<file path="src/rtl/seq_alu_pkg.sv">
// Shared opcodes, FSM state encoding and opcode helpers for seq_alu.
package alu_pkg;

    localparam logic [3:0] OP_ADD   = 4'b0000;
    localparam logic [3:0] OP_SUB   = 4'b0001;
    localparam logic [3:0] OP_AND   = 4'b0010;
    localparam logic [3:0] OP_OR    = 4'b0011;
    localparam logic [3:0] OP_XOR   = 4'b0100;
    localparam logic [3:0] OP_SLT   = 4'b0101;
    localparam logic [3:0] OP_SLTU  = 4'b0110;
    localparam logic [3:0] OP_SLL   = 4'b0111;
    localparam logic [3:0] OP_SRL   = 4'b1000;
    localparam logic [3:0] OP_SRA   = 4'b1001;
    localparam logic [3:0] OP_MUL   = 4'b1100;
    localparam logic [3:0] OP_MULHU = 4'b1101;
    localparam logic [3:0] OP_DIVU  = 4'b1110;
    localparam logic [3:0] OP_REMU  = 4'b1111;

    localparam logic [1:0] S_IDLE = 2'd0;
    localparam logic [1:0] S_BUSY = 2'd1;
    localparam logic [1:0] S_DONE = 2'd2;

    function automatic logic is_muldiv(input logic [3:0] op);
        return (op[3:2] == 2'b11);
    endfunction

endpackage

</file>
<file path="src/rtl/seq_alu_if.sv">
// Request/response bus of seq_alu: valid/ready on both the operand and result side.
interface seq_alu_if #(
    parameter int XLEN = 32
);
    logic            in_valid;
    logic            in_ready;
    logic [XLEN-1:0] SrcA;
    logic [XLEN-1:0] SrcB;
    logic [3:0]      ALUControl;
    logic            out_valid;
    logic            out_ready;
    logic [XLEN-1:0] ALUResult;
    logic            zero;
    logic            op_illegal;

    modport master (
        output in_valid, SrcA, SrcB, ALUControl, out_ready,
        input  in_ready, out_valid, ALUResult, zero, op_illegal
    );

    modport slave (
        input  in_valid, SrcA, SrcB, ALUControl, out_ready,
        output in_ready, out_valid, ALUResult, zero, op_illegal
    );
endinterface

</file>
<file path="src/rtl/seq_alu_muldiv_iter.sv">
// Radix-2 iterative unsigned multiply / restoring divide, one bit per cycle.
// op_i[1] selects divide, op_i[0] selects the high half (mulhu) or remainder (remu).
module muldiv_iter #(
    parameter int XLEN  = 32,
    parameter int CNT_W = $clog2(XLEN) + 1
) (
    input  logic            clk,
    input  logic            reset,
    input  logic            start_i,
    input  logic [1:0]      op_i,
    input  logic [XLEN-1:0] a_i,
    input  logic [XLEN-1:0] b_i,
    output logic            done_o,
    output logic [XLEN-1:0] result_o
);
    logic [CNT_W-1:0] cnt_q, cnt_d;
    logic [XLEN-1:0]  hi_q, hi_d;
    logic [XLEN-1:0]  lo_q, lo_d;
    logic [XLEN-1:0]  m_q, m_d;
    logic [1:0]       op_q, op_d;
    logic [XLEN:0]    add_sum;
    logic [XLEN:0]    rem_sh;
    logic [XLEN:0]    rem_diff;

    // hi holds partial product / remainder; lo holds multiplier / dividend-then-quotient.
    always_comb begin
        add_sum  = {1'b0, hi_q} + (lo_q[0] ? {1'b0, m_q} : '0);
        rem_sh   = {hi_q, lo_q[XLEN-1]};
        rem_diff = rem_sh - {1'b0, m_q};
        cnt_d    = cnt_q;
        hi_d     = hi_q;
        lo_d     = lo_q;
        m_d      = m_q;
        op_d     = op_q;
        done_o   = 1'b0;
        if (start_i) begin
            cnt_d = CNT_W'(XLEN);
            hi_d  = '0;
            lo_d  = op_i[1] ? a_i : b_i;
            m_d   = op_i[1] ? b_i : a_i;
            op_d  = op_i;
        end else if (cnt_q != '0) begin
            cnt_d = cnt_q - 1'b1;
            if (op_q[1]) begin
                // A zero divisor never borrows, giving all-ones quotient and remainder = dividend.
                if (!rem_diff[XLEN]) begin
                    hi_d = rem_diff[XLEN-1:0];
                    lo_d = {lo_q[XLEN-2:0], 1'b1};
                end else begin
                    hi_d = rem_sh[XLEN-1:0];
                    lo_d = {lo_q[XLEN-2:0], 1'b0};
                end
            end else begin
                hi_d = add_sum[XLEN:1];
                lo_d = {add_sum[0], lo_q[XLEN-1:1]};
            end
            done_o = (cnt_q == CNT_W'(1));
        end
        result_o = op_q[0] ? hi_d : lo_d;
    end

    always_ff @(posedge clk or posedge reset) begin
        if (reset) begin
            cnt_q <= '0;
            hi_q  <= '0;
            lo_q  <= '0;
            m_q   <= '0;
            op_q  <= '0;
        end else begin
            cnt_q <= cnt_d;
            hi_q  <= hi_d;
            lo_q  <= lo_d;
            m_q   <= m_d;
            op_q  <= op_d;
        end
    end
endmodule

</file>
<file path="src/rtl/seq_alu.sv">
// Handshaked ALU with registered result; iterative mul/div when ALU_MULDIV_EN is defined.
//   state  | meaning
//   S_IDLE | waiting for a request
//   S_BUSY | iterative mul/div in progress
//   S_DONE | result valid, held until out_ready
module seq_alu
    import alu_pkg::*;
#(
    parameter int XLEN = 32
) (
    input  logic    clk,
    input  logic    reset,
    seq_alu_if.slave bus
);
    localparam int SH_W = $clog2(XLEN);

    logic [1:0]      state_q, state_d;
    logic [XLEN-1:0] result_q, result_d;
    logic            illegal_q, illegal_d;
    logic            accept;
    logic [XLEN-1:0] alu_res;
    logic            alu_ill;
    logic [SH_W-1:0] shamt;

    assign bus.in_ready = (state_q == S_IDLE) || ((state_q == S_DONE) && bus.out_ready);
    assign accept       = bus.in_valid && bus.in_ready;
    assign shamt        = bus.SrcB[SH_W-1:0];

    always_comb begin
        alu_res = '0;
        alu_ill = 1'b0;
        case (bus.ALUControl)
            OP_ADD:  alu_res = bus.SrcA + bus.SrcB;
            OP_SUB:  alu_res = bus.SrcA - bus.SrcB;
            OP_AND:  alu_res = bus.SrcA & bus.SrcB;
            OP_OR:   alu_res = bus.SrcA | bus.SrcB;
            OP_XOR:  alu_res = bus.SrcA ^ bus.SrcB;
            OP_SLT:  alu_res = {{(XLEN-1){1'b0}}, ($signed(bus.SrcA) < $signed(bus.SrcB))};
            OP_SLTU: alu_res = {{(XLEN-1){1'b0}}, (bus.SrcA < bus.SrcB)};
            OP_SLL:  alu_res = bus.SrcA << shamt;
            OP_SRL:  alu_res = bus.SrcA >> shamt;
            OP_SRA:  alu_res = $signed(bus.SrcA) >>> shamt;
            default: alu_ill = 1'b1;
        endcase
    end

`ifdef ALU_MULDIV_EN
    localparam int CNT_W = $clog2(XLEN) + 1;

    logic            md_start;
    logic            md_done;
    logic [XLEN-1:0] md_result;

    muldiv_iter #(
        .XLEN  (XLEN),
        .CNT_W (CNT_W)
    ) u_muldiv (
        .clk      (clk),
        .reset    (reset),
        .start_i  (md_start),
        .op_i     (bus.ALUControl[1:0]),
        .a_i      (bus.SrcA),
        .b_i      (bus.SrcB),
        .done_o   (md_done),
        .result_o (md_result)
    );
`endif

    always_comb begin
        state_d   = state_q;
        result_d  = result_q;
        illegal_d = illegal_q;
`ifdef ALU_MULDIV_EN
        md_start  = 1'b0;
`endif
        if (accept) begin
            state_d   = S_DONE;
            result_d  = alu_res;
            illegal_d = alu_ill;
`ifdef ALU_MULDIV_EN
            if (is_muldiv(bus.ALUControl)) begin
                state_d   = S_BUSY;
                result_d  = result_q;
                illegal_d = illegal_q;
                md_start  = 1'b1;
            end
`endif
        end else begin
            case (state_q)
                S_IDLE: ;
                S_DONE: if (bus.out_ready) state_d = S_IDLE;
`ifdef ALU_MULDIV_EN
                S_BUSY: begin
                    if (md_done) begin
                        state_d   = S_DONE;
                        result_d  = md_result;
                        illegal_d = 1'b0;
                    end
                end
`endif
                default: state_d = S_IDLE;
            endcase
        end
    end

    always_ff @(posedge clk or posedge reset) begin
        if (reset) begin
            state_q   <= S_IDLE;
            result_q  <= '0;
            illegal_q <= 1'b0;
        end else begin
            state_q   <= state_d;
            result_q  <= result_d;
            illegal_q <= illegal_d;
        end
    end

    assign bus.out_valid  = (state_q == S_DONE);
    assign bus.ALUResult  = result_q;
    assign bus.zero       = (result_q == '0);
    assign bus.op_illegal = illegal_q;
endmodule

</file>
<file path="src/flat_wrapper.sv">
// flat-port wrapper written by rule: the top's interface ports become plain ports
module seq_alu_flat import alu_pkg::*;
#(
    parameter int XLEN = 32
)
  (clk, reset, bus_in_valid, bus_SrcA, bus_SrcB, bus_ALUControl, bus_out_ready, bus_in_ready, bus_out_valid, bus_ALUResult, bus_zero, bus_op_illegal);
  seq_alu_if #(.XLEN(XLEN)) bus_i ();
  input  logic clk;
  input  logic reset;
  input wire logic [$bits(bus_i.in_valid)-1:0] bus_in_valid;
  input wire logic [$bits(bus_i.SrcA)-1:0] bus_SrcA;
  input wire logic [$bits(bus_i.SrcB)-1:0] bus_SrcB;
  input wire logic [$bits(bus_i.ALUControl)-1:0] bus_ALUControl;
  input wire logic [$bits(bus_i.out_ready)-1:0] bus_out_ready;
  output wire logic [$bits(bus_i.in_ready)-1:0] bus_in_ready;
  output wire logic [$bits(bus_i.out_valid)-1:0] bus_out_valid;
  output wire logic [$bits(bus_i.ALUResult)-1:0] bus_ALUResult;
  output wire logic [$bits(bus_i.zero)-1:0] bus_zero;
  output wire logic [$bits(bus_i.op_illegal)-1:0] bus_op_illegal;
  assign bus_i.in_valid = bus_in_valid;
  assign bus_i.SrcA = bus_SrcA;
  assign bus_i.SrcB = bus_SrcB;
  assign bus_i.ALUControl = bus_ALUControl;
  assign bus_i.out_ready = bus_out_ready;
  assign bus_in_ready = bus_i.in_ready;
  assign bus_out_valid = bus_i.out_valid;
  assign bus_ALUResult = bus_i.ALUResult;
  assign bus_zero = bus_i.zero;
  assign bus_op_illegal = bus_i.op_illegal;
  seq_alu #(.XLEN(XLEN)) u_core (.clk(clk), .reset(reset), .bus(bus_i));
endmodule
</file>
<file path="config.mk">
export PLATFORM = sky130hd
export DESIGN_NAME = seq_alu_flat
export DESIGN_NICKNAME = d
export VERILOG_FILES = /design/src/rtl/seq_alu_pkg.sv /design/src/rtl/seq_alu_if.sv /design/src/rtl/seq_alu_muldiv_iter.sv /design/src/rtl/seq_alu.sv /design/src/flat_wrapper.sv
export SDC_FILE = /design/constraint.sdc
export NUM_CORES = 1
export LEC_CHECK = 0
export CAP_MARGIN = 20
export CORE_ASPECT_RATIO = 2
export CORE_MARGIN = 8
export CORE_UTILIZATION = 55
export CTS_CLUSTER_DIAMETER = 100
export DETAILED_ROUTE_END_ITERATION = 8
export GPL_ROUTABILITY_DRIVEN = 0
export PLACE_DENSITY = 0.78
export SYNTH_ARGS = -nofsm -noshare
export SYNTH_HDL_FRONTEND = slang
export SYNTH_HIERARCHICAL = 1
export SYNTH_SLANG_ARGS = --single-unit
</file>
<file path="constraint.sdc">
create_clock -name clk -period 5.4 [get_ports clk]
set_input_delay 1.62 -clock clk [delete_from_list [all_inputs] [get_ports clk]]
set_output_delay 1.62 -clock clk [all_outputs]
set_load 0.02 [all_outputs]
</file>
==> impl_metrics.csv, run 1 <==
group,metric,value,unit
synth,ys.flop_type,"dfrtp_1",
die,io_pins,108,
die,coreArea,17700,µm²
setup_path,path_max_fanout,5,
setup_path,r2r_setup_slack,2.88,ns
clock_tree,clock-sinks,34,
clock_tree,cts_htree_levels,2,
drt,drtAntennaViolNets,0,
synth,synth_common_cells,"nor2_1, a21oi_1, nand2_1, ha_1, inv_1",
synth,ys_top_cells_by_area,"mux4_2, ha_1, dfrtp_1, a21oi_1, nor2_1",
pwr,total_power,1.89,mW
cells_and_area,area_delta_synth_final,16.9,%
synth,synth-compound-area-share,0.311,
worst_hold_path,hp-class,"reg2reg",
clock_tree,cts_tree,"built",
die,die_w,111,µm
clock_tree,cts-root-buf,"clkbuf_16",
clock_tree,clk_latency,0.28,ns
drt,finalWirelength,43900,µm
timing,setup_tns,0,ns
synth,synth-adder-area-share,0.127,
synth,synthMuxAreaShare,0.179,
synth,synth_most_common_cell,"nor2_1",
clock_tree,path_clk_slew,0.06,ns
cells_and_area,antennaDiodeCount,0,
cells_and_area,final_area,11600,µm²
synth,synthArstFlopShare,1.00,
clock_tree,numCtsBuffers,5,
placed_design,place_area,11400,µm²
synth,synth_top_family_by_area,"compound AO/OA/AOI/OAI gates",
synth,synthSimpleGateAreaFrac,0.205,
die,core.rowCount,69,
synth,yosys_warnings,6,
clock_tree,cts_hold_buffers,0,
drt,drtIter0Drc,1537,
timing,relSlewSlack,0.428,
synth,synth_edf_count,0,
timing,fmax,197,MHz
setup_path,required,5.57,ns
cells_and_area,layout-drive-gt1-share,0.123,
synth,synth_area,9880,µm²
timing,hold_viol,0,
global_routing,track_usage,0.371,
global_routing,grt-ovfl-total,0,
global_routing,grt_pass1_vias,11617,
pwr,powerDensity,163,nW/µm²
drt,wire_per_inst,26.3,µm
clock_tree,cts_setup_buffers,0,
drt,first_pass_iters,6,
placed_design,dp_cells,1662,
setup_path,setup.worst_path.end_class,"flip-flop",
synth,syn_nets,1540,
placed_design,post-place-ws,0.185,ns
synth,postSynthAreaPerCell,7.22,µm²
clock_tree,cts-resized-gates,0,
die,dieArea,22800,µm²
timing,rsz0062_at_grt,"false",
timing,min_period_over_period,0.938,
synth,synth-xor-area-share,0.0142,
placed_design,hpwl,34200,µm
cells_and_area,fillCellCount,1591,
setup_path,critPathKind,"in2reg",
timing,whs,0.501,ns
drt,drcViolationCount,0,
pwr,p_leak,4.85,nW
drt,viasPerCell,7.32,
outcome,status,"finished, final reports clean",
setup_path,arrival,5.24,ns
die,start_util,0.558,
synth,post_synth_num_cell_types,74,
synth,synth_top_cell_by_area,"mux4_2",
timing,setup_viol,0,
pwr,ir_drop,0.000107,V
timing,tightest_slew,0.858,ns
run,maxCapViolations,0,
placed_design,io_buffers,107,
global_routing,grt_max_degree,65,
timing,finalCriticalPeriod,5.06,ns
synth,synthCells,1369,
synth,ys_ff_latch,34,
drt,via_count,12230,
global_routing,antenna_found_initial,0,
cells_and_area,fin_nets,1627,
timing,skew,0.00544,ns
cells_and_area,finish.utilization,0.653,
cells_and_area,finalNonFillerCells,1670,
synth,yosysTopAreaCellShare,0.134,
timing,worst_slack,0.335,ns
die,die_h,206,µm
timing,maxSlewViolCount,0,
synth,yosysSeqAreaShare,0.0861,
global_routing,grt_pass1_wl,66000,µm
clock_tree,clockBufferDepth,2,
setup_path,startpoint_type,"input port",
[path summary, 6_finish.rpt]
check,startpoint,end,cells past startpoint
worst min-delay path,u_core/bus.op_illegal,u_core/bus.op_illegal,2
worst max register to register,u_core/state_q[1],u_core/bus.ALUResult[29],9
min in group asynchronous,reset,u_core/bus.ALUResult[9],3
worst max-delay path,bus_SrcA[0],u_core/bus.ALUResult[0],15
worst min register to register,u_core/bus.op_illegal,u_core/bus.op_illegal,2
max in group asynchronous,reset,u_core/bus.ALUResult[1],3
[cell type report]
class	instances	area (µm²)	area share
clock buffers	7	133	0.0115
clock inverters	1	30.0	0.00260
inverters	96	360	0.0312
multi-input cells	1137	8270	0.716
flip-flops and latches	34	851	0.0737
well taps	213	267	0.0231
repair buffers	182	1640	0.142
[sequential cells by signal, indices dropped and copies added, names as in the netlist]
signal and flops:
u_core/bus.ALUResult 32, u_core/bus.op_illegal 1, u_core/state_q 1
[metal layers]
layer,vias to the layer above,global-route usage,share of wire
li1,5284,-,-
met1,5594,0.385,0.31
met4,0,0.339,0.11
met2,1029,0.619,0.47
met5,-,0,0
met3,323,0.0788,0.12
[critical path, cell delays in order]
cell and delay, ns:
clkdlybuf4s50_1 0.51, inv_1 0.13, ha_1 0.18, inv_1 0.06, fa_1 0.41, nor2b_1 0.17, o211ai_1 0.40, a2111oi_4 0.16
nor2_2 0.21, nor4b_4 0.09, o21ai_1 0.31, a31oi_1 0.13, nor3_1 0.28, o211ai_1 0.21, a221oi_1 0.36
[kinds of logic (layout without fill, tap and decap cells)]
logic type	after synthesis	count (layout)
AO/OA/AOI/OAI	472	472
XOR/XNOR	16	16
buffers and inverters	198	286
adder cells (fa/ha/maj)	99	99
flip-flops	34	34
AND/OR/NAND/NOR	448	448
multiplexers	102	102
[placed cells by master (no fill, tap or decap), drive strengths merged, types with 19 or more instances in the layout]
master and count:
dfrtp 34, buf 80, a221oi 25, clkdlybuf4s50 102
ha 97, nor3 44, nand3 22, o211ai 25
mux2i 36, a211oi 21, mux4 59, a31oi 19
inv 95, nand2 117, a21oi 140, o21ai 110
nor2 172
[report_power, final]
part           switching (mW)  internal, mW  leakage [nW]
clock network           0.108         0.218        0.0781
registers              0.0360         0.289         0.445
logic                   0.746         0.491          4.33
No activity file was read; power rests on OpenSTA's default activity.
==> inputs of run 2 (changes only) <==
Settings changed: CAP_MARGIN 20 to 15.
==> results of run 2 <==
The final DEF is identical to that of run 1; final timing and power are the same.
